===== config.mk =====
export PLATFORM = sky130hd
export DESIGN_NAME = booth_mul_ctrl
export DESIGN_NICKNAME = d
export VERILOG_FILES = /design/src/rtl/booth_pkg.sv /design/src/rtl/booth_mul_ctrl_addsub.sv /design/src/rtl/booth_mul_ctrl.sv
export SDC_FILE = /design/constraint.sdc
export NUM_CORES = 1
export LEC_CHECK = 0
export ABC_CLOCK_PERIOD_IN_PS = 2600
export CAP_MARGIN = 20
export CORE_UTILIZATION = 35
export CTS_BUF_LIST = sky130_fd_sc_hd__clkbuf_8 sky130_fd_sc_hd__clkbuf_16
export DETAILED_ROUTE_END_ITERATION = 10
export HOLD_SLACK_MARGIN = 0.05
export SYNTH_ARGS = -nofsm -noshare
export SYNTH_HDL_FRONTEND = slang
export SYNTH_HIERARCHICAL = 1
export SYNTH_SLANG_ARGS = --single-unit

===== constraint.sdc =====
create_clock -name clk -period 2.6 [get_ports clk]
set_input_delay 0.39 -clock clk [delete_from_list [all_inputs] [get_ports clk]]
set_output_delay 0.39 -clock clk [all_outputs]
set_load 0.03 [all_outputs]

===== src/rtl/booth_pkg.sv =====
// Shared types and constants for the radix-2 Booth multiplier controller.
package booth_pkg;

  typedef enum logic [1:0] {
    ST_IDLE = 2'd0,
    ST_RUN  = 2'd1,
    ST_DONE = 2'd2
  } state_t;

  localparam logic [1:0] BP_NOP0 = 2'b00;
  localparam logic [1:0] BP_ADD  = 2'b01;
  localparam logic [1:0] BP_SUB  = 2'b10;
  localparam logic [1:0] BP_NOP1 = 2'b11;

  localparam int unsigned UNIT_W = 4;

endpackage


===== src/rtl/booth_mul_ctrl_addsub.sv =====
// Shared 4-bit add/subtract unit of the lab ALU: z = A + B (M=0) or A - B (M=1).
module AdderSubtractor (
  input  logic [3:0] A,
  input  logic [3:0] B,
  input  logic       M,
  output logic [3:0] z,
  output logic       C,
  output logic       V
);

  logic [3:0] b_eff_s;
  logic [4:0] sum_s;

  // Subtraction is A + ~B + 1; the mode bit doubles as carry-in.
  assign b_eff_s = B ^ {4{M}};
  assign sum_s   = {1'b0, A} + {1'b0, b_eff_s} + {4'b0000, M};
  assign z       = sum_s[3:0];
  assign C       = sum_s[4];
  assign V       = (A[3] == b_eff_s[3]) && (sum_s[3] != A[3]);

endmodule


===== src/rtl/booth_mul_ctrl.sv =====
// Sequential signed 4x4 radix-2 Booth multiplier built around one shared add/subtract unit.
module booth_mul_ctrl
  import booth_pkg::*;
#(
  parameter int WIDTH = 4,
  localparam int CNT_W = $clog2(WIDTH)
) (
  input  logic               clk,
  input  logic               rst_n,
  input  logic               start,
  input  logic [WIDTH-1:0]   multiplicand,
  input  logic [WIDTH-1:0]   multiplier,
  output logic               busy,
  output logic               done,
  output logic [2*WIDTH-1:0] product
);

  if (WIDTH != 4) begin : g_bad_width
    $error("booth_mul_ctrl: WIDTH must equal 4 (width of the shared add/subtract unit)");
  end

  localparam logic [CNT_W-1:0] LAST_STEP = CNT_W'(WIDTH - 1);

  state_t             state_r;
  logic [WIDTH-1:0]   a_r;
  logic [WIDTH-1:0]   q_r;
  logic               qm1_r;
  logic [WIDTH-1:0]   m_r;
  logic [CNT_W-1:0]   cnt_r;
  logic [2*WIDTH-1:0] product_r;
  logic               busy_r;
  logic               done_r;

  logic [1:0]         pair_s;
  logic               sub_mode_s;
  logic [WIDTH-1:0]   z_s;
  logic               v_s;
  logic               addsub_c_unused_s;
  logic [WIDTH-1:0]   r_s;
  logic               sign_in_s;
  logic [WIDTH-1:0]   a_next_s;
  logic [WIDTH-1:0]   q_next_s;
  logic               qm1_next_s;

  assign pair_s     = {q_r[0], qm1_r};
  assign sub_mode_s = (pair_s == BP_SUB);

  AdderSubtractor u_addsub (
    .A (a_r),
    .B (m_r),
    .M (sub_mode_s),
    .z (z_s),
    .C (addsub_c_unused_s),
    .V (v_s)
  );

  // Booth step: select unit result or old A, then arithmetic shift of {A,Q,Q-1}.
  always_comb begin
    r_s       = a_r;
    sign_in_s = a_r[WIDTH-1];
    case (pair_s)
      BP_ADD, BP_SUB: begin
        r_s       = z_s;
        sign_in_s = z_s[WIDTH-1] ^ v_s;
      end
      BP_NOP0, BP_NOP1: begin
        r_s       = a_r;
        sign_in_s = a_r[WIDTH-1];
      end
      default: begin
        r_s       = a_r;
        sign_in_s = a_r[WIDTH-1];
      end
    endcase
    a_next_s   = {sign_in_s, r_s[WIDTH-1:1]};
    q_next_s   = {r_s[0], q_r[WIDTH-1:1]};
    qm1_next_s = q_r[0];
  end

  // Controller FSM with all datapath state and registered status outputs.
  always_ff @(posedge clk or negedge rst_n) begin
    if (!rst_n) begin
      state_r   <= ST_IDLE;
      a_r       <= '0;
      q_r       <= '0;
      qm1_r     <= 1'b0;
      m_r       <= '0;
      cnt_r     <= '0;
      product_r <= '0;
      busy_r    <= 1'b0;
      done_r    <= 1'b0;
    end else begin
      case (state_r)
        ST_IDLE: begin
          done_r <= 1'b0;
          if (start) begin
            m_r     <= multiplicand;
            q_r     <= multiplier;
            a_r     <= '0;
            qm1_r   <= 1'b0;
            cnt_r   <= '0;
            busy_r  <= 1'b1;
            state_r <= ST_RUN;
          end else begin
            busy_r  <= 1'b0;
            state_r <= ST_IDLE;
          end
        end
        ST_RUN: begin
          a_r   <= a_next_s;
          q_r   <= q_next_s;
          qm1_r <= qm1_next_s;
          cnt_r <= cnt_r + 1'b1;
          if (cnt_r == LAST_STEP) begin
            product_r <= {a_next_s, q_next_s};
            busy_r    <= 1'b0;
            done_r    <= 1'b1;
            state_r   <= ST_DONE;
          end else begin
            busy_r    <= 1'b1;
            done_r    <= 1'b0;
            state_r   <= ST_RUN;
          end
        end
        ST_DONE: begin
          busy_r  <= 1'b0;
          done_r  <= 1'b0;
          state_r <= ST_IDLE;
        end
        default: begin
          busy_r  <= 1'b0;
          done_r  <= 1'b0;
          state_r <= ST_IDLE;
        end
      endcase
    end
  end

  assign busy    = busy_r;
  assign done    = done_r;
  assign product = product_r;

endmodule


==> results.json, run 1 <==
{
  "status": "finished, final reports clean",
  "slowest_delay_ns": 0.37,
  "yosysWarnings": 6,
  "die_h_um": 63.94,
  "startpoint_type": "register",
  "rsz0062_at_grt": "no",
  "vias_per_cell": 4.861,
  "cp_slowest_cell": "dfrtp_1",
  "fin_area_um2": 1634,
  "worstPathCellList": "inv_1, ha_2, xor2_1, ha_1, a21o_1, a31oi_4, mux2_4, xnor2_2, o21ai_0, mux2_2",
  "setup.worst_path.class": "register to register",
  "syn_inst": 112,
  "drive_gt1_share_pct": 17.42,
  "syn-num-nets": 129,
  "dp.final_hpwl_um": 1731,
  "seqCellArea_um2": 650.6,
  "antennaDiodeCount": 0,
  "cts_made_buffers": 3,
  "clk_path_buf_depth": 2,
  "power.density_nw_per_um2": 1550,
  "cts_setup_buffers": 0,
  "pin_count": 21,
  "cts_tree": "yes",
  "fin_nets": 150,
  "synth_area_um2": 1343,
  "critPathCaptureType": "register",
  "ff2ff_setup_slack_ns": 0.18,
  "multiInputGateArea_um2": 638.1,
  "grt_use_total_pct": 12.96,
  "core_um2": 3661,
  "power_leakage_nw": 0.7638,
  "drtIter0Drc": 22,
  "tightestPinTransition_ns": 0.5012,
  "worstReg2RegEnd": "product[7]$_DFFE_PN0P_",
  "reg2reg_from": "qm1_r$_DFFE_PN0P_",
  "slew_headroom_pct": 66.52,
  "clock_sinks": 26,
  "worst-endpoint-required_ns": 2.76,
  "postRouteAntennaNets": 0,
  "layout_common_cells": "dfrtp_1, clkdlybuf4s50_1, nand2_1",
  "fin_skew_ns": 0.002633,
  "setup_viol": 0,
  "grt_overflow": 0,
  "cts.reportedPaths.clkPinSlew_ns": 0.09,
  "grt_pass1_vias": 887,
  "die_area_um2": 4088,
  "finalHoldViolCount": 0,
  "die_x_um": 63.94,
  "wl_per_cell_um": 12.84,
  "rows": 22,
  "grt_pass1_wl_um": 4008,
  "cts_hold_buf": 0,
  "timing.setup.tns_ns": 0,
  "antenna_found_initial": 0,
  "num-fill-cells": 342,
  "period_minus_slack_ns": 2.419,
  "initial_core_util_pct": 36.67,
  "path_max_fanout": 4,
  "irDropWorstVdd_mv": 0.5274,
  "drc_errors": 0,
  "fmax_ghz": 0.4134,
  "clock_latency_ns": 0.27,
  "syn_to_final_growth_pct": 21.71,
  "grt_max_degree": 27,
  "min_path_type": "primary input to async pin",
  "fin_crit_sh_pct": 93.05,
  "vias": 875,
  "cts_max_level": 1,
  "drv_slew": 0,
  "final_common_cell": "dfrtp_1",
  "maxCapViolCount": 0,
  "cts-root-buf": "clkbuf_8",
  "first_pass_iters": 4,
  "whs_ns": 0.4746,
  "postSynthAreaPerCell_um2": 11.99,
  "io_buffers": 20,
  "drt-total-wl_um": 2312,
  "gp_congestion": 0.7189,
  "arrival_ns": 2.58,
  "rr_worst_depth": 10,
  "placed_area_um2": 1569
}
-- worst max path at each step --
stage | from | to | slack [ns]
after CTS | q_r[0]$_DFFE_PN0P_ | product[7]$_DFFE_PN0P_ | 0.08
after detailed placement | q_r[0]$_DFFE_PN0P_ | product[7]$_DFFE_PN0P_ | 0.09
final | qm1_r$_DFFE_PN0P_ | product[7]$_DFFE_PN0P_ | 0.18
after global placement | q_r[0]$_DFFE_PN0P_ | product[7]$_DFFE_PN0P_ | 0.16
after floorplan | q_r[0]$_DFFE_PN0P_ | product[7]$_DFFE_PN0P_ | 0.16
after global routing | qm1_r$_DFFE_PN0P_ | product[7]$_DFFE_PN0P_ | 0.01
-- final cells by class --
class                   count  share of cell area (%)
well taps                  48                   3.675
multi-input cells          76                   39.05
flip-flops and latches     26                   39.82
repair buffers             22                   13.17
clock buffers               4                   3.369
inverters                   4                  0.9188
-- power breakdown --
part / leakage, nW / total [mW] / switching (mW) / internal [mW]
registers: 0.322 / 0.764 / 0.166 / 0.598
logic: 0.413 / 1.50 / 0.756 / 0.748
clock network: 0.0288 / 0.263 / 0.128 / 0.136
total: 0.764 / 2.53 / 1.05 / 1.48
-- metal layers --
layer / part of all wire (%) / GRT usage, % / vias up
met3: 3.8 / 2.679 / 5
li1: - / - / 428
met2: 49 / 21.14 / 20
met4: 2.1 / 6.818 / 0
met1: 45 / 16.04 / 422
met5: 0 / 0 / -
-- registers in the layout, summed over array words and instances (netlist names) --
register	flops
a_r	4
qm1_r	1
m_r	4
done	1
product	8
q_r	4
cnt_r	2
state_r	2
-- critical path, delay by kind of cell (launching register included) --
family | cells | cell delay (ns)
buf+inv | 1 | 0.07
flops | 1 | 0.37
fa+ha+maj | 2 | 0.49
mux | 2 | 0.60
compound gates | 3 | 0.48
xor+xnor | 2 | 0.30
-- metrics by stage --
stage / utilization (%) / power, mW / setup slack [ns] / instances
3_3_place_gp: 42.86 / 2.191 / 0.1616 / 176
6_report: 44.63 / 2.532 / 0.1808 / 180
5_1_grt: 44.63 / 2.756 / 0.01178 / 180
2_1_floorplan: - / 1.889 / 0.1609 / 112
4_1_cts: 44.36 / 2.508 / 0.07898 / 180
3_5_place_dp: 42.86 / 2.239 / 0.09327 / 176
-- repair_timing --
item                                   CTS  global route
setup endpoints to repair                0             2
resized for setup                        0             2
endpoints found under the hold margin    0             0
Power figures use the tool's default switching activity.
==> inputs of run 2 (changes only) <==
--- a/config.mk
+++ b/config.mk
@@ -11,7 +11,7 @@
 export CTS_BUF_LIST = sky130_fd_sc_hd__clkbuf_8 sky130_fd_sc_hd__clkbuf_16
 export DETAILED_ROUTE_END_ITERATION = 10
 export HOLD_SLACK_MARGIN = 0.05
+export SKIP_CTS_REPAIR_TIMING = 1
 export SYNTH_ARGS = -nofsm -noshare
 export SYNTH_HDL_FRONTEND = slang
-export SYNTH_HIERARCHICAL = 1
 export SYNTH_SLANG_ARGS = --single-unit
==> results.json, run 2 <==
{
  "status": "finished, final reports clean",
  "synth_xor_xnor_area_share_pct": 3.571,
  "clock_sinks": 26,
  "final_cell_count_no_fill": 178,
  "grt_use_total_pct": 13.83,
  "fin_area_um2": 1536,
  "syn_inst": 109,
  "cts_max_level": 1,
  "synth_area_um2": 1226,
  "rows": 21,
  "die_area_um2": 3744,
  "fin_crit_sh_pct": 91.41,
  "whs_ns": 0.4727,
  "fin_skew_ns": 0.006907,
  "layout_common_cells": "dfrtp_1, clkdlybuf4s50_1, inv_1, nand2_1, mux2_2",
  "yosys_register_bits": 26,
  "power_leakage_nw": 0.6793,
  "largest_reg_flops": 8,
  "gp_congestion": 0.9322,
  "core_um2": 3337,
  "drv_slew": 0,
  "irDropWorstVdd_mv": 0.3954,
  "slew_headroom_pct": 62.18,
  "antenna_found_initial": 0,
  "synth_top_area_cell": "dfrtp_1",
  "vias_per_cell": 4.904,
  "yosys-top-cells-count": "dfrtp_1, inv_1, nand2_1, mux2_2",
  "clk_path_buf_depth": 2,
  "worst-endpoint-required_ns": 2.74,
  "grt_overflow": 0,
  "reg2reg_from": "q_r[0]$_DFFE_PN0P_",
  "grt_pass1_vias": 845,
  "drt-total-wl_um": 2254,
  "critPathTopFamily": "adder cells",
  "async_flop_share_pct": 100.0,
  "cts_made_buffers": 3,
  "ys_types": 25,
  "synth_top_family_by_area": "compound AO/OA/AOI/OAI gates",
  "antennaDiodeCount": 0,
  "timing.setup.tns_ns": 0,
  "postRouteAntennaNets": 0,
  "cp_slowest_cell": "fa_1",
  "yosys.area_share.simple_pct": 7.959,
  "worstReg2RegEnd": "a_r[2]$_DFFE_PN0P_",
  "fin_nets": 150,
  "syn_to_final_growth_pct": 25.31,
  "power.density_nw_per_um2": 1522,
  "min_path_type": "primary input to async pin",
  "synthMuxAreaShare_pct": 9.796,
  "setup.worst_path.class": "register to register",
  "postSynthAreaPerCell_um2": 11.25,
  "maxCapViolCount": 0,
  "startpoint_type": "register",
  "pin_count": 21,
  "die_x_um": 61.19,
  "setup_viol": 0,
  "path_max_fanout": 4,
  "drc_errors": 0,
  "num-fill-cells": 323,
  "synth_compound_area_share_pct": 14.39,
  "ys_seq_area_share_pct": 53.06,
  "period_minus_slack_ns": 2.377,
  "vias": 873,
  "yosys_most_used_dff": "dfrtp_1",
  "post-place-ws_ns": 0.2138,
  "synth_adder_area_share_pct": 7.347,
  "cts-root-buf": "clkbuf_8",
  "critPathCaptureType": "register",
  "arrival_ns": 2.52,
  "yosysWarnings": 0,
  "cts.reportedPaths.clkPinSlew_ns": 0.09,
  "crit_top_cell": "ha_1",
  "tightestPinTransition_ns": 0.5661,
  "wl_per_cell_um": 12.66,
  "worstPathCellList": "ha_1, xor2_1, ha_1, nand2_1, o21ai_1, fa_1, mux2i_1, o21ai_0",
  "finalHoldViolCount": 0,
  "die_h_um": 61.19,
  "fmax_ghz": 0.4207,
  "synth_top_area_share_pct": 53.06,
  "synth.most_common_cell": "dfrtp_1",
  "rr_worst_depth": 8,
  "cts_tree": "yes",
  "first_pass_iters": 5,
  "final_common_cell": "dfrtp_1",
  "grt_max_degree": 27,
  "path_depth": 8,
  "dp.final_hpwl_um": 1741,
  "dp_cells": 174,
  "synth.area.top_cells": "dfrtp_1, mux2_2, ha_1, o22ai_1, fa_1",
  "syn-num-nets": 126,
  "path_buf_inv": 0,
  "grt_pass1_wl_um": 3739,
  "ff2ff_setup_slack_ns": 0.22,
  "drtIter0Drc": 28,
  "fin_ws_ns": 0.2232,
  "io_buffers": 20,
  "slowest_delay_ns": 0.47,
  "synth_edf_count": 0,
  "rsz0062_at_grt": "no",
  "placed_area_um2": 1481,
  "initial_core_util_pct": 36.75,
  "drive_gt1_share_pct": 12.12,
  "clock_latency_ns": 0.27
}
[run 2: kinds of logic (layout without fill, tap and decap cells)]
family	Yosys count	after routing
buffers and inverters	12	35
AND/OR/NAND/NOR	19	19
AO/OA/AOI/OAI	30	30
XOR/XNOR	5	5
adder cells (fa/ha/maj)	6	6
flip-flops	26	26
multiplexers	11	11
[run 2: metal layers]
metal / routed length (µm) / track usage [%] / share of wire (%)
met1: 982 / 17.18 / 44
met2: 1139 / 23.45 / 51
met3: 77 / 1.471 / 3.4
met4: 55 / 7.792 / 2.4
met5: 0 / 0 / 0
[run 2: report_power, final]
group | internal (mW) | switching [mW]
combinational | 0.594 | 0.717
clock | 0.135 | 0.124
sequential | 0.610 | 0.159
total | 1.34 | 1.00
[run 2: area by class of cell]
| type | instances | area (µm²) | share of cell area, % |
|---|---|---|---|
| multi-input combinational | 71 | 528.0 | 34.36 |
| timing repair buffer | 21 | 207.7 | 13.52 |
| clock buffer | 4 | 55.05 | 3.583 |
| sequential | 26 | 650.6 | 42.35 |
| inverter | 10 | 37.54 | 2.443 |
| tap | 46 | 57.56 | 3.746 |
[run 2: worst max-delay path by stage]
stage                             from                 end  slack, ns
floorplan           q_r[0]$_DFFE_PN0P_  a_r[2]$_DFFE_PN0P_       0.45
global placement    q_r[0]$_DFFE_PN0P_  a_r[2]$_DFFE_PN0P_       0.37
detailed placement  q_r[0]$_DFFE_PN0P_  a_r[2]$_DFFE_PN0P_       0.21
CTS                 q_r[0]$_DFFE_PN0P_  a_r[2]$_DFFE_PN0P_       0.21
global route        q_r[0]$_DFFE_PN0P_  a_r[2]$_DFFE_PN0P_       0.13
finish              q_r[0]$_DFFE_PN0P_  a_r[2]$_DFFE_PN0P_       0.22
[run 2: per-stage QoR]
stage	utilization (%)	total power, mW
final	46.04	2.339
after global placement	44.39	2.043
after floorplan	-	1.720
after global routing	46.04	2.531
after detailed placement	44.39	2.104
after CTS	46.04	2.362
